[config.mk]
export PLATFORM = sky130hd
export DESIGN_NAME = uart_tx
export DESIGN_NICKNAME = d
export VERILOG_FILES = /design/src/rtl/uart_pkg.sv /design/src/rtl/uart_fifo.sv /design/src/rtl/uart_tx.sv
export SDC_FILE = /design/constraint.sdc
export NUM_CORES = 1
export LEC_CHECK = 0
export BUFFER_PORTS_ARGS = -buffer_cell sky130_fd_sc_hd__buf_2
export CAP_MARGIN = 20
export CORE_AREA = 2 2 108 110
export CTS_BUF_LIST = sky130_fd_sc_hd__clkbuf_4 sky130_fd_sc_hd__clkbuf_8 sky130_fd_sc_hd__clkbuf_16
export DETAILED_ROUTE_END_ITERATION = 8
export DIE_AREA = 0 0 110 112
export SLEW_MARGIN = 20
export SYNTH_ARGS = -nofsm -noshare
export SYNTH_HDL_FRONTEND = slang
export SYNTH_SLANG_ARGS = --single-unit
[constraint.sdc]
create_clock -name clk -period 3.6 [get_ports clk]
set_input_delay 0.54 -clock clk [delete_from_list [all_inputs] [get_ports clk]]
set_output_delay 0.54 -clock clk [all_outputs]
set_load 0.05 [all_outputs]
[src/rtl/uart_pkg.sv]
// Shared types and constants for the UART transmitter: serializer states,
// frame geometry and the FIFO occupancy width helper.
package uart_pkg;

   typedef enum logic [1:0] {
      IDLE  = 2'd0,
      START = 2'd1,
      DATA  = 2'd2,
      STOP  = 2'd3
   } tx_state_e;

   localparam int DATA_BITS  = 8;
   localparam int FRAME_BITS = 10;

   // Occupancy counter must hold 0..depth inclusive.
   function automatic int cnt_width(input int depth);
      return $clog2(depth) + 1;
   endfunction

endpackage

[src/rtl/uart_fifo.sv]
// Transmit byte FIFO: power-of-two depth, registered occupancy count,
// full/empty derived from the count only.
module uart_fifo
   import uart_pkg::*;
#(
   parameter int DEPTH = 8,
   parameter int WIDTH = 8
) (
   input  logic                     clk,
   input  logic                     rst_n,
   input  logic                     push,
   input  logic [WIDTH-1:0]         din,
   input  logic                     pop,
   output logic [WIDTH-1:0]         dout,
   output logic [$clog2(DEPTH):0]   count,
   output logic                     full,
   output logic                     empty
);

   localparam int PTR_W = $clog2(DEPTH);
   localparam int CNT_W = cnt_width(DEPTH);

   logic [WIDTH-1:0] mem_q [DEPTH];
   logic [PTR_W-1:0] wr_ptr_q, wr_ptr_d;
   logic [PTR_W-1:0] rd_ptr_q, rd_ptr_d;
   logic [CNT_W-1:0] count_q, count_d;
   logic             push_ok, pop_ok;

   assign full    = (count_q == CNT_W'(DEPTH));
   assign empty   = (count_q == '0);
   assign push_ok = push && !full;
   assign pop_ok  = pop && !empty;
   assign count   = count_q;
   assign dout    = mem_q[rd_ptr_q];

   always_comb begin
      // NOTE: every _d gets a default before any condition, so no latch is inferred.
      wr_ptr_d = wr_ptr_q;
      rd_ptr_d = rd_ptr_q;
      count_d  = count_q;
      if (push_ok) wr_ptr_d = wr_ptr_q + PTR_W'(1);
      if (pop_ok)  rd_ptr_d = rd_ptr_q + PTR_W'(1);
      case ({push_ok, pop_ok})
         2'b10:   count_d = count_q + CNT_W'(1);
         2'b01:   count_d = count_q - CNT_W'(1);
         default: count_d = count_q;
      endcase
   end

   always_ff @(posedge clk or negedge rst_n) begin
      if (!rst_n) begin
         wr_ptr_q <= '0;
         rd_ptr_q <= '0;
         count_q  <= '0;
      end else begin
         wr_ptr_q <= wr_ptr_d;
         rd_ptr_q <= rd_ptr_d;
         count_q  <= count_d;
      end
   end

   // NOTE: storage is deliberately not reset; the pointers and count alone define validity.
   always_ff @(posedge clk) begin
      if (push_ok) mem_q[wr_ptr_q] <= din;
   end

endmodule

[src/rtl/uart_tx.sv]
// 8N1 UART transmitter: byte FIFO feeding a START/DATA/STOP serializer
// with a reloadable clock divider; stop-to-start chaining leaves no idle gap.
module uart_tx
   import uart_pkg::*;
#(
   parameter int CLK_DIV    = 16,
   parameter int FIFO_DEPTH = 8
) (
   input  logic                         clk,
   input  logic                         rst_n,
   input  logic                         wr_en,
   input  logic [7:0]                   wr_data,
   output logic                         wr_ready,
   output logic [$clog2(FIFO_DEPTH):0]  fifo_count,
   output logic                         busy,
   output logic                         txd
);

   localparam logic [15:0] DIV_RELOAD = 16'(CLK_DIV - 1);
   localparam int          BIT_CNT_W  = $clog2(FRAME_BITS);
   localparam logic [BIT_CNT_W-1:0] LAST_BIT = BIT_CNT_W'(DATA_BITS - 1);

   tx_state_e            state_q, state_d;
   logic [15:0]          div_q, div_d;
   logic [BIT_CNT_W-1:0] bit_cnt_q, bit_cnt_d;
   logic [7:0]           shift_q, shift_d;
   logic                 txd_q, txd_d;

   logic       fifo_pop, fifo_full, fifo_empty;
   logic [7:0] fifo_dout;
   logic       div_done;

   uart_fifo #(.DEPTH(FIFO_DEPTH), .WIDTH(8)) u_fifo (
      .clk   (clk),
      .rst_n (rst_n),
      .push  (wr_en),
      .din   (wr_data),
      .pop   (fifo_pop),
      .dout  (fifo_dout),
      .count (fifo_count),
      .full  (fifo_full),
      .empty (fifo_empty)
   );

   assign wr_ready = !fifo_full;
   assign busy     = (state_q != IDLE) || !fifo_empty;
   assign txd      = txd_q;
   assign div_done = (div_q == '0);

   always_comb begin
      state_d   = state_q;
      div_d     = div_q;
      bit_cnt_d = bit_cnt_q;
      shift_d   = shift_q;
      fifo_pop  = 1'b0;
      case (state_q)
         IDLE: begin
            if (!fifo_empty) begin
               fifo_pop  = 1'b1;
               shift_d   = fifo_dout;
               bit_cnt_d = '0;
               div_d     = DIV_RELOAD;
               state_d   = START;
            end
         end
         START: begin
            if (div_done) begin
               div_d   = DIV_RELOAD;
               state_d = DATA;
            end else begin
               div_d = div_q - 16'd1;
            end
         end
         DATA: begin
            if (div_done) begin
               div_d = DIV_RELOAD;
               if (bit_cnt_q == LAST_BIT) begin
                  state_d = STOP;
               end else begin
                  shift_d   = shift_q >> 1;
                  bit_cnt_d = bit_cnt_q + BIT_CNT_W'(1);
               end
            end else begin
               div_d = div_q - 16'd1;
            end
         end
         STOP: begin
            if (!div_done) begin
               div_d = div_q - 16'd1;
            end else if (!fifo_empty) begin
               // Chain straight into the next start bit.
               fifo_pop  = 1'b1;
               shift_d   = fifo_dout;
               bit_cnt_d = '0;
               div_d     = DIV_RELOAD;
               state_d   = START;
            end else begin
               state_d = IDLE;
            end
         end
         default: state_d = IDLE;
      endcase

      // Line level follows the next state so txd leaves a flop aligned with it.
      case (state_d)
         START:   txd_d = 1'b0;
         DATA:    txd_d = shift_d[0];
         default: txd_d = 1'b1;
      endcase
   end

   // NOTE: sequential state uses non-blocking assignments so every flop samples pre-edge values.
   always_ff @(posedge clk or negedge rst_n) begin
      if (!rst_n) begin
         state_q   <= IDLE;
         div_q     <= '0;
         bit_cnt_q <= '0;
         shift_q   <= '0;
         txd_q     <= 1'b1;
      end else begin
         state_q   <= state_d;
         div_q     <= div_d;
         bit_cnt_q <= bit_cnt_d;
         shift_q   <= shift_d;
         txd_q     <= txd_d;
      end
   end

endmodule

# Word level (Yosys, flattened, before mapping)
# Memories as Yosys holds them, arrays and structs flattened.
# Index checks and enable logic that the tools add are counted.
dict set report totals {
  rom_bits 0
  latch_bits 0
  word_cells 69
  reg_bits 41
  in_bits 11
  output_inout_bits 7
  ramBits 64
  mem_count 1
}
dict set report op_classes {
  eq_ne 12
  div_mod_pow 0
  addsub 6
  n_mul 0
  reduce_logical 13
  bitwise_logic 0
  n_lt_le_gt_ge 0
  muxes 28
  shifts 0
}
# name depth word_bits read_ports rd_clocked_by_memory_dff wr line_no
set memory_table {}
lappend memory_table {u_fifo.mem_q 8 8 1 0 1 uart_fifo.sv:23} ;# logic [WIDTH-1:0] mem_q [DEPTH];
# operator count
set ops {}
lappend ops {{$mux W16} 3}
lappend ops {{$pmux W16 S3} 1}
lappend ops {{$mux W8} 4}
lappend ops {{$pmux W8 S3} 1}
lappend ops {{$logic_not A16 Y1} 1}
lappend ops {{$mux W4} 4}
lappend ops {{$sub A16 B1 Y16 const B} 1}
lappend ops {{$pmux W4 S3} 1}
lappend ops {{$mux W2} 5}
lappend ops {{$add A4 B1 Y4 const B} 2}
lappend ops {{$eq A2 B2 Y1 const B} 4}
lappend ops {{$pmux W2 S4} 1}
lappend ops {{$pmux W4 S2} 1}
lappend ops {{$add A3 B1 Y3 const B} 2}
lappend ops {{$eq A2 B1 Y1 const B} 3}
lappend ops {{$ne A2 B2 Y1 const B} 3}
lappend ops {{$mux W1} 5}
lappend ops {{$eq A4 B3 Y1 const B} 1}
lappend ops {{$eq A4 B4 Y1 const B} 1}
lappend ops {{$logic_not A4 Y1} 1}
lappend ops {{$pmux W1 S2} 2}
lappend ops {{$reduce_and A4 Y1} 1}
lappend ops {{$reduce_bool A2 Y1} 2}
lappend ops {{$sub A4 B1 Y4 const B} 1}
lappend ops {{6 further kinds} 8}

# Longest topological paths before layout
dict set report depth {
  word_depth 7
  ltp_mapped 13
  depth_no_buf 13
}

# Cells and area by module
# A second synthesis with hierarchy kept.
dict set report hier_totals {
  cells_unflattened 374
  hier_area_um2 5062.4
}
# module cells_per_inst area_per_inst_um2 seq_area_each_um2 instances
set modules_own_cells {}
lappend modules_own_cells {uart_fifo 160 3124.2 2172.1 1}
lappend modules_own_cells {uart_tx 214 1938.1 777.0 1}

# Worst setup path before layout
# OpenSTA, ideal clock, no wires.
dict set report synth_timing {
  kind {register -> register}
  from {reg div_q[0]}
  to {reg u_fifo.count_q[3] (netlist: u_fifo.count[3])}
  stages_incl_launch_ff 14
  path_slack_ns 0.744
  t_required_ns 3.453
  path_buffers 0
  arrival_time_ns 2.710
  setup_time_ns 0.147
  path_cell_list {dfrtp_1 > inv_1 > ha_1 > nor4b_4 > and3_2 > a21oi_1 > nor3_2 > ha_1 > ha_1 > a21o_1 > a21oi_1 > xnor2_1 > nor2_1 > xor2_1}
}
dict set report synth_between {
  elab_chain_len 6
}
# element line_no
set synth_rtl {}
lappend synth_rtl {{start: declaration} uart_tx.sv:24} ;# logic [15:0] div_q, div_d;
lappend synth_rtl {{start signal: assignment} uart_tx.sv:122} ;# div_q <= div_d;
lappend synth_rtl {{$logic_not A16 Y1 (*)} uart_tx.sv:48} ;# assign div_done = (div_q == '0);
lappend synth_rtl {{$mux W1 (*)} uart_tx.sv:88} ;# if (!div_done) begin
lappend synth_rtl {{$pmux W1 S2 (*)} uart_tx.sv:56} ;# case (state_q)
lappend synth_rtl {{$logic_and A1 B1 Y1 (*)} uart_fifo.sv:32} ;# assign pop_ok = pop && !empty;
lappend synth_rtl {{net u_fifo.pop_ok} uart_fifo.sv:27} ;# logic push_ok, pop_ok;
lappend synth_rtl {{$eq A2 B1 Y1 or $eq A2 B2 Y1 (tied branches)} uart_fifo.sv:43} ;# case ({push_ok, pop_ok})
lappend synth_rtl {{$pmux W4 S2 or $reduce_bool A2 Y1 (tied branches)} -}
lappend synth_rtl {{end signal: assignment} uart_fifo.sv:58} ;# count_q <= count_d;
lappend synth_rtl {{end: declaration} uart_fifo.sv:26} ;# logic [CNT_W-1:0] count_q, count_d;
# Mark *: on every way through the listed nets, which the timed path passes. The rest lies on a longest branch.
# A chain may end at the register's enable or synchronous reset.

# Worst setup path in the final report
# Ends and elaborated chain as after synthesis.

==> impl_results.html <==
<table>
<tr><th>Metric</th><th>Value</th></tr>
<tr><th colspan="2">Outcome</th></tr>
<tr><td>Outcome</td><td>finished clean</td></tr>
<tr><th colspan="2">Setup path</th></tr>
<tr><td>Crit path required time</td><td>about 3.8 ns</td></tr>
<tr><td>Arrival @ worst endpoint</td><td>around 3.5 ns</td></tr>
<tr><td>FF-to-FF path depth</td><td>13</td></tr>
<tr><td>Worst-path fanout max</td><td>10</td></tr>
<tr><td>R2R Path End</td><td>u_fifo.count[3]</td></tr>
<tr><td>Register-to-register setup slack</td><td>between 0.3 and 0.4 ns</td></tr>
<tr><td>WS Path Type</td><td>reg -&gt; reg</td></tr>
<tr><td>Worst path cell trace</td><td>inv_1 -&gt; ha_1 -&gt; nor4b_4 -&gt; and3_2 -&gt; a21oi_1 -&gt; nor3_2 -&gt; ha_1 -&gt; ha_1 -&gt; a21o_1 -&gt; a21oi_1 -&gt; xnor2_1 -&gt; nor2_1 -&gt; xor2_1</td></tr>
<tr><td>Most used cell along the critical path</td><td>sky130_fd_sc_hd__ha_1</td></tr>
<tr><td>Nature of the critical path startpoint</td><td>flip-flop</td></tr>
<tr><td>Start of the worst register-to-register path</td><td>div_q[0]</td></tr>
<tr><td>Kind of end point of the critical path</td><td>flip-flop</td></tr>
<tr><td>CP max stage delay</td><td>between 0.4 and 0.5 ns</td></tr>
<tr><td>Cell with the biggest individual delay on the critical path</td><td>sky130_fd_sc_hd__dfrtp_1</td></tr>
<tr><th colspan="2">CTS</th></tr>
<tr><td>CTS sink count</td><td>approximately 110</td></tr>
<tr><td>CTS Hold Bufs</td><td>0</td></tr>
<tr><td>H-tree level count</td><td>3</td></tr>
<tr><td>Clk Latency, worst-skew pair</td><td>0.36 ns</td></tr>
<tr><td>Resized cells post-CTS</td><td>0</td></tr>
<tr><td>Maximum buffer depth of the clock tree</td><td>2</td></tr>
<tr><td>Cell chosen for the clock root</td><td>sky130_fd_sc_hd__clkbuf_16</td></tr>
<tr><td>TritonCTS Buffers</td><td>9</td></tr>
<tr><td>Setup Buffers After CTS</td><td>0</td></tr>
<tr><td>Clock tree from TritonCTS</td><td>done</td></tr>
<tr><td>Register clock-pin slew on the reported worst setup and hold paths</td><td>approximately 0.07 ns</td></tr>
<tr><th colspan="2">Job</th></tr>
<tr><td>Max cap viols</td><td>0</td></tr>
<tr><th colspan="2">Yosys</th></tr>
<tr><td>Synthesized netlist cell count</td><td>between 300 and 400</td></tr>
<tr><td>Async set or reset register ratio after synthesis</td><td>0.390</td></tr>
<tr><td>Part of the Yosys area used for sequential elements</td><td>0.598</td></tr>
<tr><td>Number of library cell types mapped by synthesis</td><td>55</td></tr>
<tr><td>Synthesized area</td><td>4930 sq um</td></tr>
<tr><td>Number of enable flip-flop cells after synthesis</td><td>64</td></tr>
<tr><td>Top-area cell type share of the netlist area</td><td>0.390</td></tr>
<tr><td>Most area-consuming cells after synthesis</td><td>sky130_fd_sc_hd__edfxtp_1, sky130_fd_sc_hd__dfrtp_1, sky130_fd_sc_hd__mux4_2, sky130_fd_sc_hd__o21ai_0, sky130_fd_sc_hd__ha_1</td></tr>
<tr><td>Average instance area after synthesis</td><td>roughly 13 sq um</td></tr>
<tr><td>Most instantiated library cell after synthesis</td><td>sky130_fd_sc_hd__edfxtp_1</td></tr>
<tr><td>Number of storage elements in the synthesis netlist</td><td>~110</td></tr>
<tr><td>Number of warning messages in the yosys log</td><td>0</td></tr>
<tr><td>Syn nets</td><td>~410</td></tr>
<tr><td>Commonest cells in the netlist</td><td>sky130_fd_sc_hd__edfxtp_1, sky130_fd_sc_hd__dfrtp_1, sky130_fd_sc_hd__nand2_1</td></tr>
<tr><td>Most used flip-flop cell after synthesis</td><td>sky130_fd_sc_hd__edfxtp_1</td></tr>
<tr><td>Library cell with the largest summed area after synthesis</td><td>sky130_fd_sc_hd__edfxtp_1</td></tr>
<tr><th colspan="2">STA</th></tr>
<tr><td>Final worst-path cycle share</td><td>0.909</td></tr>
<tr><td>Worst clock skew on the final layout</td><td>roughly 0.0076 ns</td></tr>
<tr><td>Total count of max-transition violations in the final report</td><td>0</td></tr>
<tr><td>Remaining max-slew budget at the tightest pin</td><td>0.367</td></tr>
<tr><td>Setup repair after global routing missed its margin</td><td>no</td></tr>
<tr><td>FMAX</td><td>slightly above 300 MHz</td></tr>
<tr><td>Post-Route Setup TNS</td><td>0 ns</td></tr>
<tr><td>Final hold violation count</td><td>0</td></tr>
<tr><td>Setup violators final</td><td>0</td></tr>
<tr><td>Final worst path period need</td><td>3.27 ns</td></tr>
<tr><td>Worst-margin pin slew</td><td>around 0.95 ns</td></tr>
<tr><th colspan="2">Die</th></tr>
<tr><td>Total die area</td><td>~12000 sq um</td></tr>
<tr><td>Number of standard-cell rows in the floorplan</td><td>39</td></tr>
<tr><td>Die X-Extent</td><td>about 110 um</td></tr>
<tr><td>Core footprint</td><td>11200 sq um</td></tr>
<tr><td>Die Y-Extent</td><td>approximately 110 um</td></tr>
<tr><td>Top-Level Pins</td><td>18</td></tr>
<tr><td>Initial Util</td><td>0.441</td></tr>
<tr><th colspan="2">Power and ir drop</th></tr>
<tr><td>Part of the power in combinational logic</td><td>0.406</td></tr>
<tr><td>Clock share of power</td><td>0.202</td></tr>
<tr><td>Pleak</td><td>around 2.1 nW</td></tr>
<tr><td>Total power consumption of the routed design</td><td>a little under 5 mW</td></tr>
<tr><td>P_int</td><td>2.95 mW</td></tr>
<tr><td>Share of total power in sequential cells</td><td>0.391</td></tr>
<tr><td>Pwr/cell area</td><td>902 nW/um^2</td></tr>
<tr><td>Switching power share of the total</td><td>0.406</td></tr>
<tr><td>Reported net switching power</td><td>2.01 mW</td></tr>
<tr><td>Max rail drop VDD</td><td>between 0.0006 and 0.0007 V</td></tr>
<tr><th colspan="2">Detailed routing</th></tr>
<tr><td>Overall routed net length</td><td>about 9.5 mm</td></tr>
<tr><td>Number of iterations in the first detailed-routing pass</td><td>4</td></tr>
<tr><td>Number of DRC markers in iteration 0</td><td>about 150</td></tr>
<tr><td># DRC</td><td>0</td></tr>
<tr><td>Remaining antenna violation count after routing</td><td>0</td></tr>
<tr><td>DR WL/cell</td><td>~17 um</td></tr>
<tr><td>Via count</td><td>between 3k and 4k</td></tr>
<tr><td>Avg Vias per Cell</td><td>roughly 5.6</td></tr>
<tr><th colspan="2">Placed design</th></tr>
<tr><td>Half-perimeter wire length of the detailed placement result</td><td>slightly above 6 mm</td></tr>
<tr><td>Number of buffers inserted by port buffering</td><td>17</td></tr>
<tr><td>Placed Instances</td><td>roughly 530</td></tr>
<tr><td>Routability cong.</td><td>around 0.84</td></tr>
<tr><th colspan="2">Final layout</th></tr>
<tr><td>Total of fill cells in the finished design</td><td>961</td></tr>
<tr><td>Net count reported at finish</td><td>427</td></tr>
<tr><td>Layout Area Growth over Synthesis</td><td>11.3%</td></tr>
<tr><td>Layout cells sized above 1</td><td>0.174</td></tr>
<tr><td>Non-Filler Instances</td><td>between 500 and 600</td></tr>
<tr><td>Total inserted antenna cells</td><td>0</td></tr>
<tr><th colspan="2">Global routing</th></tr>
<tr><td>GRT Max-Usage Layer</td><td>met2</td></tr>
<tr><td>GR Util met2</td><td>0.283</td></tr>
<tr><td>Congestion Overflow GR</td><td>0</td></tr>
<tr><td>First-pass GRT wire length</td><td>~16 mm</td></tr>
<tr><td>Met1 routing resource usage after global routing</td><td>0.214</td></tr>
<tr><td>Initial antenna violation count</td><td>0</td></tr>
<tr><td>Global-route met3 utilization</td><td>0.0416</td></tr>
<tr><td>Total Routing Usage GR</td><td>0.171</td></tr>
<tr><td>Maximum number of pins on one net before global-route repair</td><td>42</td></tr>
<tr><td>Via count of the first global-routing pass</td><td>roughly 3.1k</td></tr>
<tr><th colspan="2">Hold path</th></tr>
<tr><td>Tightest Hold Check Type</td><td>in -&gt; async</td></tr>
</table>
kinds of logic (layout without fill, tap and decap cells):
group                    count (synthesis)  after routing  synth area share
AO/OA/AOI/OAI                           81             81             0.104
multiplexers                            28             28            0.0928
flip-flops                             105            105             0.598
AND/OR/NAND/NOR                        121            121             0.130
buffers and inverters                   24             49            0.0223
adder cells (fa/ha/maj)                 14             14            0.0370
XOR/XNOR                                 9              9            0.0160
metrics by stage:
| step | hold WS [ns] | utilization | area (sq um) | worst slack (ns) |
|---|---|---|---|---|
| after CTS | 0.356 | 0.491 | 5490 | 0.321 |
| after global placement | 0.493 | 0.464 | 5180 | 0.446 |
| after detailed placement | 0.501 | 0.464 | 5180 | 0.340 |
| final | 0.320 | 0.491 | 5490 | 0.328 |
| after floorplan | 0.244 | - | 4930 | 0.744 |
| after global routing | 0.413 | 0.491 | 5490 | 0.0253 |
power by group through the flow:
stage,registers (mW),clock network [mW],logic [mW]
floorplan,1.88,0,1.59
global placement,1.95,0,1.99
detailed placement,1.97,0,2.02
CTS,1.94,1.03,2.03
global route,1.99,1.08,2.25
finish,1.94,1.00,2.01
sequential cells by signal (all words and copies together), names as in the netlist:
| signal | flops |
|---|---|
| bit_cnt_q | 4 |
| div_q | 16 |
| shift_q | 8 |
| state_q | 2 |
| txd | 1 |
| u_fifo.count | 4 |
| u_fifo.mem_q | 64 |
| u_fifo.rd_ptr_q | 3 |
| u_fifo.wr_ptr_q | 3 |
worst max-delay path by stage:
stage	startpoint	slack (ns)	endpoint
3_3_place_gp	div_q[0]	0.45	u_fifo.count[3]
3_5_place_dp	div_q[0]	0.34	u_fifo.count[3]
6_report	div_q[0]	0.33	u_fifo.count[3]
5_1_grt	div_q[0]	0.03	u_fifo.count[3]
2_1_floorplan	div_q[0]	0.74	u_fifo.count[3]
4_1_cts	div_q[0]	0.32	u_fifo.count[3]
cell usage in the layout (no fill, tap or decap), types with 2 or more instances in the layout:
master,instances
sky130_fd_sc_hd__nor3_2,3
sky130_fd_sc_hd__nand3b_1,2
sky130_fd_sc_hd__edfxtp_1,64
sky130_fd_sc_hd__dfrtp_1,40
sky130_fd_sc_hd__mux2i_1,12
sky130_fd_sc_hd__inv_8,4
sky130_fd_sc_hd__nor2b_1,2
sky130_fd_sc_hd__buf_4,7
sky130_fd_sc_hd__a21oi_1,17
sky130_fd_sc_hd__or3_1,10
sky130_fd_sc_hd__nand3_1,11
sky130_fd_sc_hd__o21ai_0,36
sky130_fd_sc_hd__mux2_2,2
sky130_fd_sc_hd__buf_2,17
sky130_fd_sc_hd__a21o_1,3
sky130_fd_sc_hd__a22o_1,6
sky130_fd_sc_hd__mux4_2,14
sky130_fd_sc_hd__xor2_1,4
sky130_fd_sc_hd__clkbuf_16,9
sky130_fd_sc_hd__or4_1,2
sky130_fd_sc_hd__nor4_2,4
sky130_fd_sc_hd__xnor2_1,5
sky130_fd_sc_hd__o211ai_1,3
sky130_fd_sc_hd__inv_1,9
sky130_fd_sc_hd__nand4_1,2
sky130_fd_sc_hd__nor3_1,9
sky130_fd_sc_hd__o22a_1,4
sky130_fd_sc_hd__nand2b_1,3
sky130_fd_sc_hd__nor2_1,26
sky130_fd_sc_hd__ha_1,13
sky130_fd_sc_hd__nand2_1,37
sky130_fd_sc_hd__o31a_1,2
routing by layer:
layer	up-vias	routed length [um]
met4	0	199
met1	1525	4250
met3	19	246
met5	-	0
li1	1482	-
met2	40	4780
critical path, delay by kind of cell, from the launching register on:
family,cells,cell delay (ns)
xor gates and xnor gates,2,0.28
DFF,1,0.42
adders and majority gates,3,0.75
and+or+nand+nor,4,1.03
buffers and inverters,1,0.07
AOI/OAI and AO/OA,3,0.60
area by class of cell:
cell class / count / area (sq um) / area share
sequential: 105 / 2950 / 0.537
multi-input combinational: 253 / 1880 / 0.343
clock buffer: 10 / 239 / 0.0435
tap: 143 / 179 / 0.0326
timing repair buffer: 24 / 138 / 0.0251
clock inverter: 6 / 68.8 / 0.0125
inverter: 9 / 33.8 / 0.00615
Note: power is estimated with default switching activity, not from simulation.
